[config.mk]
export PLATFORM = sky130hd
export DESIGN_NAME = rst_seq_ctrl
export DESIGN_NICKNAME = d
export VERILOG_FILES = /design/src/rtl/rst_seq_ctrl.sv
export SDC_FILE = /design/constraint.sdc
export NUM_CORES = 1
export LEC_CHECK = 0
export ABC_AREA = 1
export CORE_MARGIN = 4
export CORE_UTILIZATION = 40
export DETAILED_ROUTE_END_ITERATION = 7
export GPL_TIMING_DRIVEN = 0
export MAX_ROUTING_LAYER = met4
export SLEW_MARGIN = 10
export SYNTH_ARGS = -nofsm -noshare
export SYNTH_HDL_FRONTEND = slang
export SYNTH_SLANG_ARGS = --single-unit
[constraint.sdc]
create_clock -name clk -period 5.2 [get_ports clk]
set_input_delay 0.78 -clock clk [delete_from_list [all_inputs] [get_ports clk]]
set_output_delay 0.78 -clock clk [all_outputs]
set_load 0.03 [all_outputs]
[src/rtl/rst_seq_ctrl.sv]
// rst_seq_ctrl: multi-channel reset sequencer with bus register slave.
// Define RST_FAULT_RESET_EN to make a captured SoC fault reset all channels.
module rst_seq_ctrl #(
  parameter int RST_CH      = 4,
  parameter int STRETCH_DEF = 16,
  parameter int CW          = 16,
  parameter int XLEN        = 32,
  parameter int BUS_WIDTH   = 32,
  parameter int BUS_ACC_CNT = 4
) (
  input  logic                           clk,
  input  logic                           rstn,
  input  logic [XLEN-1:0]                p_addr,
  input  logic                           p_w_rb,
  input  logic [$clog2(BUS_ACC_CNT)-1:0] p_acc,
  output logic [BUS_WIDTH-1:0]           p_rdata,
  input  logic [BUS_WIDTH-1:0]           p_wdata,
  input  logic                           p_req,
  output logic                           p_resp,
  output logic                           p_fault,
  input  logic                           rst_ib,
  output logic [RST_CH-1:0]              rst_ob,
  input  logic                           soc_fault,
  input  logic [7:0]                     soc_fault_cause,
  input  logic [XLEN-1:0]                soc_fault_addr
);

  localparam int CHW = (RST_CH > 1) ? $clog2(RST_CH) : 1;
  localparam int AW  = $clog2(BUS_ACC_CNT);

  localparam logic [1:0] SRC_POR   = 2'd0;
  localparam logic [1:0] SRC_EXT   = 2'd1;
  localparam logic [1:0] SRC_SW    = 2'd2;
  localparam logic [1:0] SRC_FAULT = 2'd3;

  typedef enum logic [1:0] {
    S_IDLE,
    S_ASRT,
    S_SEQ
  } st_t;

  st_t               state;
  logic              ext_s1;
  logic              ext_n;
  logic [RST_CH-1:0] released;
  logic [RST_CH-1:0] hold;
  logic [RST_CH-1:0] sw_act;
  logic [CW-1:0]     sw_cnt [RST_CH];
  logic [CW-1:0]     stretch;
  logic [CW-1:0]     s_lat;
  logic [CW-1:0]     cnt;
  logic [CHW-1:0]    ch;
  logic [7:0]        cause;
  logic              fvalid;
  logic [XLEN-1:0]   faddr;
  logic [1:0]        src;

  logic [4:0]           a;
  logic                 legal;
  logic                 wr;
  logic                 fv_clr;
  logic                 sw_wr;
  logic                 fault_acc;
  logic                 evt;
  logic [CW-1:0]        s_eff;
  logic [BUS_WIDTH-1:0] rdata;
  logic                 unused;

  assign unused = ^{p_addr, p_wdata};

  assign a      = p_addr[4:0];
  assign legal  = (p_acc == AW'(2)) && (a[1:0] == 2'b00)
                  && (a < 5'h14);
  assign wr     = p_req && p_w_rb && legal;
  assign fv_clr = wr && (a == 5'h08) && p_wdata[8];
  assign sw_wr  = wr && (a == 5'h00)
                  && (|p_wdata[RST_CH-1:0]);
  assign s_eff  = (stretch == '0) ? CW'(1) : stretch;

  // capture wins over a coincident clear of FVALID
  assign fault_acc = soc_fault && (!fvalid || fv_clr);

`ifdef RST_FAULT_RESET_EN
  assign evt = !ext_n || fault_acc;
`else
  assign evt = !ext_n;
`endif

  assign rst_ob = released & ~hold & ~sw_act;

  always_comb begin
    rdata = '0;
    case (a)
      5'h04:   rdata = BUS_WIDTH'(hold);
      5'h08:   rdata = BUS_WIDTH'({src, fvalid, cause});
      5'h0C:   rdata = BUS_WIDTH'(faddr);
      5'h10:   rdata = BUS_WIDTH'(stretch);
      default: rdata = '0;
    endcase
  end

  always_ff @(posedge clk) begin
    if (!rstn) begin
      ext_s1   <= 1'b1;
      ext_n    <= 1'b1;
      state    <= S_ASRT;
      released <= '0;
      hold     <= '0;
      sw_act   <= '0;
      for (int k = 0; k < RST_CH; k++)
        sw_cnt[k] <= '0;
      stretch  <= CW'(STRETCH_DEF);
      s_lat    <= '0;
      cnt      <= '0;
      ch       <= '0;
      cause    <= '0;
      fvalid   <= 1'b0;
      faddr    <= '0;
      src      <= SRC_POR;
      p_resp   <= 1'b0;
      p_fault  <= 1'b0;
      p_rdata  <= '0;
    end else begin
      ext_s1  <= rst_ib;
      ext_n   <= ext_s1;
      p_resp  <= p_req;
      p_fault <= p_req && !legal;
      p_rdata <= (p_req && legal && !p_w_rb) ? rdata : '0;

      if (wr && (a == 5'h04))
        hold <= p_wdata[RST_CH-1:0];
      if (wr && (a == 5'h10))
        stretch <= p_wdata[CW-1:0];

      if (fault_acc) begin
        cause  <= soc_fault_cause;
        faddr  <= soc_fault_addr;
        fvalid <= 1'b1;
      end else if (fv_clr) begin
        fvalid <= 1'b0;
      end

      for (int k = 0; k < RST_CH; k++) begin
        if (sw_act[k]) begin
          if (sw_cnt[k] >= s_eff)
            sw_act[k] <= 1'b0;
          else
            sw_cnt[k] <= sw_cnt[k] + CW'(1);
        end
      end

      unique case (state)
        S_IDLE: begin
          if (evt) begin
            state    <= S_ASRT;
            released <= '0;
            sw_act   <= '0;
            src      <= ext_n ? SRC_FAULT : SRC_EXT;
          end else if (sw_wr) begin
            for (int k = 0; k < RST_CH; k++) begin
              if (p_wdata[k]) begin
                sw_act[k] <= 1'b1;
                sw_cnt[k] <= CW'(1);
              end
            end
            src <= SRC_SW;
          end
        end
        S_ASRT: begin
          if (evt) begin
            src <= ext_n ? SRC_FAULT : SRC_EXT;
          end else begin
            state <= S_SEQ;
            cnt   <= CW'(1);
            ch    <= '0;
            s_lat <= s_eff;
          end
        end
        S_SEQ: begin
          if (evt) begin
            state    <= S_ASRT;
            released <= '0;
            sw_act   <= '0;
            src      <= ext_n ? SRC_FAULT : SRC_EXT;
          end else if (cnt >= s_lat) begin
            released[ch] <= 1'b1;
            cnt          <= CW'(1);
            if (ch == CHW'(RST_CH - 1))
              state <= S_IDLE;
            else
              ch <= ch + CHW'(1);
          end else begin
            cnt <= cnt + CW'(1);
          end
        end
        default: state <= S_ASRT;
      endcase
    end
  end

endmodule

==> results.sh, run 1 <==
export IMPL_status="finished clean"
export IMPL_combPwrFrac_pct=19.6
export IMPL_post_cts_buffers=0
export IMPL_synth_edff_count=32
export IMPL_skew_ns=0.00915
export IMPL_required_ns=5.24
export IMPL_area_delta_synth_final_pct=21.3
export IMPL_finalSetupViolations=0
export IMPL_critPathCaptureType="register"
export IMPL_portBuffers=105
export IMPL_core_area_sq_mm=0.0272
export IMPL_die_w_um=175
export IMPL_p_int_w=0.00322
export IMPL_die_area_sq_mm=0.0306
export IMPL_mostFrequentLayoutCells="nand2_1 (239), inv_1 (188), dfxtp_1 (175)"
export IMPL_p_sw_share_pct=29.4
export IMPL_drv_cap=0
export IMPL_peakVddDrop_mv=0.201
export IMPL_root_buffer="clkbuf_16"
export IMPL_critPathKind="input pin to register"
export IMPL_drt_first_pass_iters=5
export IMPL_dp_hpwl_mm=23.6
export IMPL_path_clk_slew_ns=0.06
export IMPL_fillers=2712
export IMPL_nets=1802
export IMPL_cts_htree_levels=1
export IMPL_synth_seq_cells=207
export IMPL_syn_nets=1671
export IMPL_rows=60
export IMPL_syn_area_per_cell_sq_um=7.62
export IMPL_final_common_cell="nand2_1"
export IMPL_rsz0062_at_grt="false"
export IMPL_dp_slack_ns=1.54
export IMPL_drc=0
export IMPL_grt_pass1_wl_mm=50.7
export IMPL_yosysWarnings=0
export IMPL_cts_tree="yes"
export IMPL_holdPathStages=1
export IMPL_io_pins=150
export IMPL_fp_dieH_um=175
export IMPL_n_antenna_cell=0
export IMPL_antenna_left=0
export IMPL_leakagePower_nw=5.66
export IMPL_setup_worst_path_start_class="input pin"
export IMPL_cts_sinks=207
export IMPL_routabilityCongestion=0.866
export IMPL_hp_class="register to register"
export IMPL_p_per_area_mw_per_mm2=337
export IMPL_path_max_fanout=16
export IMPL_routed_via_density=5.01
export IMPL_grt_use_total_pct=21.0
export IMPL_min_period_over_period_pct=60.2
export IMPL_syn_inst=1465
export IMPL_setup_tns_ns=0
export IMPL_power_switching_w=0.00134
export IMPL_fin_ws_ns=2.07
export IMPL_synth_ff_type="dfxtp_1"
export IMPL_synthDistinctLibCells=46
export IMPL_routed_wl_mm=31.8
export IMPL_wl_per_cell_um=16.0
export IMPL_clockBufferDepth=3
export IMPL_slew_limit_headroom_pct=41.9
export IMPL_crit_arrival_ns=3.17
export IMPL_seq_area_sq_mm=0.00446
export IMPL_ys_seq_area_share_pct=40.0
export IMPL_first_iter_violations=611
export IMPL_hold_violations=0
export IMPL_initial_core_util_pct=41.1
export IMPL_power_share_sequential_pct=40.5
export IMPL_vias=9941
export IMPL_multi_input_area_sq_mm=0.00576
export IMPL_r2r_cells=15
export IMPL_finalCriticalPeriod_ns=3.13
export IMPL_grt_overflow_total=0
export IMPL_clockPowerShare_pct=39.9
export IMPL_syn_area_sq_mm=0.0112
export IMPL_grt_max_degree=17
export IMPL_antenna_found_initial=0
export IMPL_drv_slew=0
export IMPL_drive_gt1_share_pct=6.39
export IMPL_ctsResizeCount=0
export IMPL_hold_buffers=0
export IMPL_numCtsBuffers=24
export IMPL_tightest_slew_ns=0.871
export IMPL_fmax_mhz=319
export IMPL_insertion_delay_ns=0.53
export IMPL_first_global_vias=9500
export IMPL_async_flop_share_pct=0
==> cell usage after synthesis (all sizes together) (20+ instances only) <==
master | n | area share [%]
nand2 | 245 | 8.4
nor2 | 194 | 7.2
inv | 192 | 6.5
dfxtp | 175 | 31
a21oi | 140 | 6.3
o21ai | 114 | 5.3
ha | 94 | 11
nand3 | 79 | 3.7
nor3 | 35 | 1.6
edfxtp | 32 | 8.6
xor2 | 30 | 2.4
nand4 | 26 | 1.6
clkbuf | 21 | 0.71
buf | 20 | 1.1
==> worst paths after layout <==
check | start | to | slack [ns]
hold reg to reg | ext_s1 | ext_n | 0.42
setup reg to reg | stretch[12] | sw_cnt[0][4] | 2.17
setup / recovery | rstn | sw_cnt[1][0] | 2.07
hold / removal | ext_s1 | ext_n | 0.42
==> through the flow <==
stage	util (%)	power, W	hold slack [ns]	cell area (sq um)	instances
final	49.8	0.00456	0.416	13500	1985
after global placement	46.6	0.00274	0.397	12700	1942
after detailed placement	46.6	0.00277	0.402	12700	1942
after CTS	49.8	0.00459	0.416	13500	1985
after floorplan	-	0.00247	0.393	11200	1465
after global routing	49.8	0.00481	0.430	13500	1985
==> sequential cells by signal, indices dropped and copies added, names as in the netlist <==
| register | count |
|---|---|
| released | 4 |
| ext_n | 1 |
| p_rdata | 32 |
| s_lat | 16 |
| sw_act | 4 |
| ch | 2 |
| src | 2 |
| cnt | 16 |
| sw_cnt | 64 |
| p_resp | 1 |
| fvalid | 1 |
| state | 2 |
| stretch | 16 |
| faddr | 32 |
| hold | 4 |
| ext_s1 | 1 |
| p_fault | 1 |
| cause | 8 |
==> layout make-up <==
class | instances | area share, %
Multi-Input combinational cell | 1023 | 42.6
Sequential cell | 207 | 33.0
Timing Repair Buffer | 105 | 7.77
Clock buffer | 39 | 5.55
Inverter | 194 | 5.40
Tap cell | 372 | 3.44
Buffer | 41 | 1.52
Clock inverter | 4 | 0.786
==> power by group through the flow <==
stage	sequential [W]	combinational (W)	clock, W
floorplan	0.00185	0.000618	0
global placement	0.00187	0.000869	0
detailed placement	0.00188	0.000887	0
CTS	0.00184	0.000893	0.00185
global route	0.00186	0.00103	0.00191
finish	0.00185	0.000893	0.00182
==> routing by layer <==
layer | wire, um | global-route usage (%)
met1 | 14900 | 27.7
met2 | 14300 | 34.0
met3 | 1700 | 3.14
met4 | 809 | 5.04
met5 | 0 | -
==> worst max-delay path, stage by stage <==
cell and delay (ns):
buf_2 0.26, buf_2 0.38, buf_1 0.54, clkbuf_1 0.47, nand3_1 0.73
==> cell families after synthesis <==
family	count (synthesis)	synth area share, %
buffers and inverters	235	8.39
adder cells (fa/ha/maj)	94	10.5
AO/OA/AOI/OAI	290	14.1
AND/OR/NAND/NOR	597	23.7
flip-flops	207	40.0
XOR/XNOR	42	3.30
No activity file was read; power rests on OpenSTA's default activity.
==> run 2: changes to the inputs <==
- clock period: 5.2 -> 2.53 ns (I/O delays scaled with it)
==> run 2 against run 1 <==
Against the previous run:
- the flow now finishes with violations (negative setup slack)
- sequential power rose by 100%
- die area stayed put
- clock power grew 110%
- critical endpoint is now sw_cnt[1][2]
- largest power group unchanged
- highest routed layer unchanged
==> results.sh, run 2 (synthesis gave the netlist of run 1 again) <==
export IMPL_area_delta_synth_final_pct=27.6
export IMPL_combPwrFrac_pct=19.7
export IMPL_p_sw_share_pct=29.5
export IMPL_cts_tree="yes"
export IMPL_first_global_vias=9631
export IMPL_drive_gt1_share_pct=12.5
export IMPL_seq_area_sq_mm=0.00448
export IMPL_power_switching_w=0.00277
export IMPL_violations="negative setup slack"
export IMPL_rows=60
export IMPL_top_regs="sw_cnt (64), faddr (32), p_rdata (32)"
export IMPL_grt_pass1_wl_mm=51.5
export IMPL_dp_slack_ns=-0.726
export IMPL_largest_register_ffs=64
export IMPL_multi_input_area_sq_mm=0.00604
export IMPL_grt_use_total_pct=21.3
export IMPL_hp_class="input pin to register"
export IMPL_clockPowerShare_pct=39.9
export IMPL_hold_violations=0
export IMPL_nets=1843
export IMPL_setup_worst_path_start_class="register"
export IMPL_antenna_left=0
export IMPL_antenna_found_initial=0
export IMPL_min_period_over_period_pct=100
export IMPL_p_int_w=0.00662
export IMPL_io_pins=150
export IMPL_slowest_delay_ns=0.35
export IMPL_grt_max_degree=17
export IMPL_finalCriticalPeriod_ns=2.54
export IMPL_cts_sinks=207
export IMPL_root_buffer="clkbuf_16"
export IMPL_skew_ns=0.00759
export IMPL_final_common_cell="nand2_1"
export IMPL_leakagePower_nw=5.91
export IMPL_insertion_delay_ns=0.53
export IMPL_fp_dieH_um=175
export IMPL_path_max_fanout=6
export IMPL_mostFrequentLayoutCells="nand2_1 (228), inv_1 (182), dfxtp_1 (168)"
export IMPL_dp_cells=1942
export IMPL_tightest_slew_ns=1.01
export IMPL_regMostFlops="sw_cnt"
export IMPL_die_area_sq_mm=0.0306
export IMPL_drt_first_pass_iters=5
export IMPL_crit_slowest_cell="dfxtp_2"
export IMPL_vias=10200
export IMPL_power_share_sequential_pct=40.4
export IMPL_critPathKind="register to register"
export IMPL_die_w_um=175
export IMPL_drv_slew=0
export IMPL_finalSetupViolations=5
export IMPL_clockBufferDepth=3
export IMPL_p_per_area_mw_per_mm2=660
export IMPL_fmax_mhz=394
export IMPL_required_ns=2.82
export IMPL_rsz0062_at_grt="true"
export IMPL_hold_buffers=0
export IMPL_grt_overflow_total=0
export IMPL_slew_limit_headroom_pct=32.5
export IMPL_path_buf_inv=1
export IMPL_crit_arrival_ns=2.83
export IMPL_fillers=2647
export IMPL_first_iter_violations=641
export IMPL_path_clk_slew_ns=0.06
export IMPL_routed_via_density=5.03
export IMPL_dp_hpwl_mm=23.6
export IMPL_core_area_sq_mm=0.0272
export IMPL_initial_core_util_pct=41.1
export IMPL_status="complete, but fails checks"
export IMPL_path_cells="nor4_2, a41o_4, ha_1, nand4_1, nor2_1, nor2_1, nand2_1, nand2_1, nand3_2, nand3_4, o21ai_4, clkbuf_16, nor2_2"
export IMPL_portBuffers=105
export IMPL_cts_htree_levels=1
export IMPL_drc=0
export IMPL_drv_cap=0
export IMPL_routabilityCongestion=0.866
export IMPL_critPathCaptureType="register"
export IMPL_finish_utilization_pct=52.4
export IMPL_fin_cells=2026
export IMPL_fin_ws_ns=-0.00869
export IMPL_critPathTopFamily="simple AND/OR/NAND/NOR gates"
export IMPL_routed_wl_mm=32.6
export IMPL_p_total_w=0.00939
export IMPL_n_antenna_cell=0
export IMPL_wl_per_cell_um=16.1
export IMPL_peakVddDrop_mv=0.431
export IMPL_numCtsBuffers=24
run 2: changes by cell type in the layout (fill, tap and decap cells not counted), sizes merged:
cell,before,now
buf,20,57
clkinvlp,0,7
inv,192,186
clkbuf,60,62
nor2,194,195
run 2: metal layers:
metal	share of wire [%]	track usage, %	vias up
li1	-	-	5185
met4	2.3	5.37	0
met5	0	-	-
met2	45	34.3	242
met3	5.3	3.14	52
met1	47	28.2	4708
run 2: worst reg2reg max path: stages (launching register included):
cell	delay [ns]
dfxtp_2	0.35
nor4_2	0.32
a41o_4	0.34
ha_1	0.15
nand4_1	0.08
nor2_1	0.09
nor2_1	0.05
nand2_1	0.05
nand2_1	0.08
nand3_2	0.10
nand3_4	0.11
o21ai_4	0.31
clkbuf_16	0.22
nor2_2	0.03
run 2: layout make-up:
class / count / area share (%)
Multi-Input combinational cell: 1024 / 42.4
Sequential cell: 207 / 31.4
Timing Repair Buffer: 144 / 9.88
Inverter: 194 / 5.31
Clock buffer: 39 / 5.27
Tap cell: 372 / 3.27
Buffer: 41 / 1.64
Clock inverter: 4 / 0.747
Timing Repair inverter: 1 / 0.0527
run 2: power by group through the flow:
stage	clock (W)	combinational, W	sequential [W]
4_1_cts	0.00381	0.00184	0.00379
3_3_place_gp	0	0.00179	0.00385
2_1_floorplan	0	0.00127	0.00381
6_report	0.00375	0.00185	0.00379
3_5_place_dp	0	0.00182	0.00386
5_1_grt	0.00393	0.00213	0.00383
run 2: what timing repair did:
item                                    4_1_cts  5_1_grt
gates resized for setup                      29       74
gates cloned                                  3        3
setup buffers                                 9       26
endpoints found under the setup margin       98       98
pin swaps                                    14       20
run 2: metrics by stage:
stage | instance area, sq um | hold WS (ns) | TNS [ns]
after floorplan | 11200 | 0.393 | 0
after global placement | 12700 | 0.397 | -37.87
after detailed placement | 12700 | 0.402 | -36.96
after CTS | 13700 | 0.286 | 0
after global routing | 14200 | 0.309 | -2.88
final | 14200 | 0.318 | -0.0342
run 2: final timing paths:
check        startpoint            to  cells past startpoint  slack, ns
min reg2reg      ext_s1         ext_n                      1       0.41
min                rstn        p_resp                      3       0.32
max          stretch[9]  sw_cnt[1][2]                     13     -0.009
max reg2reg  stretch[9]  sw_cnt[1][2]                     13     -0.009
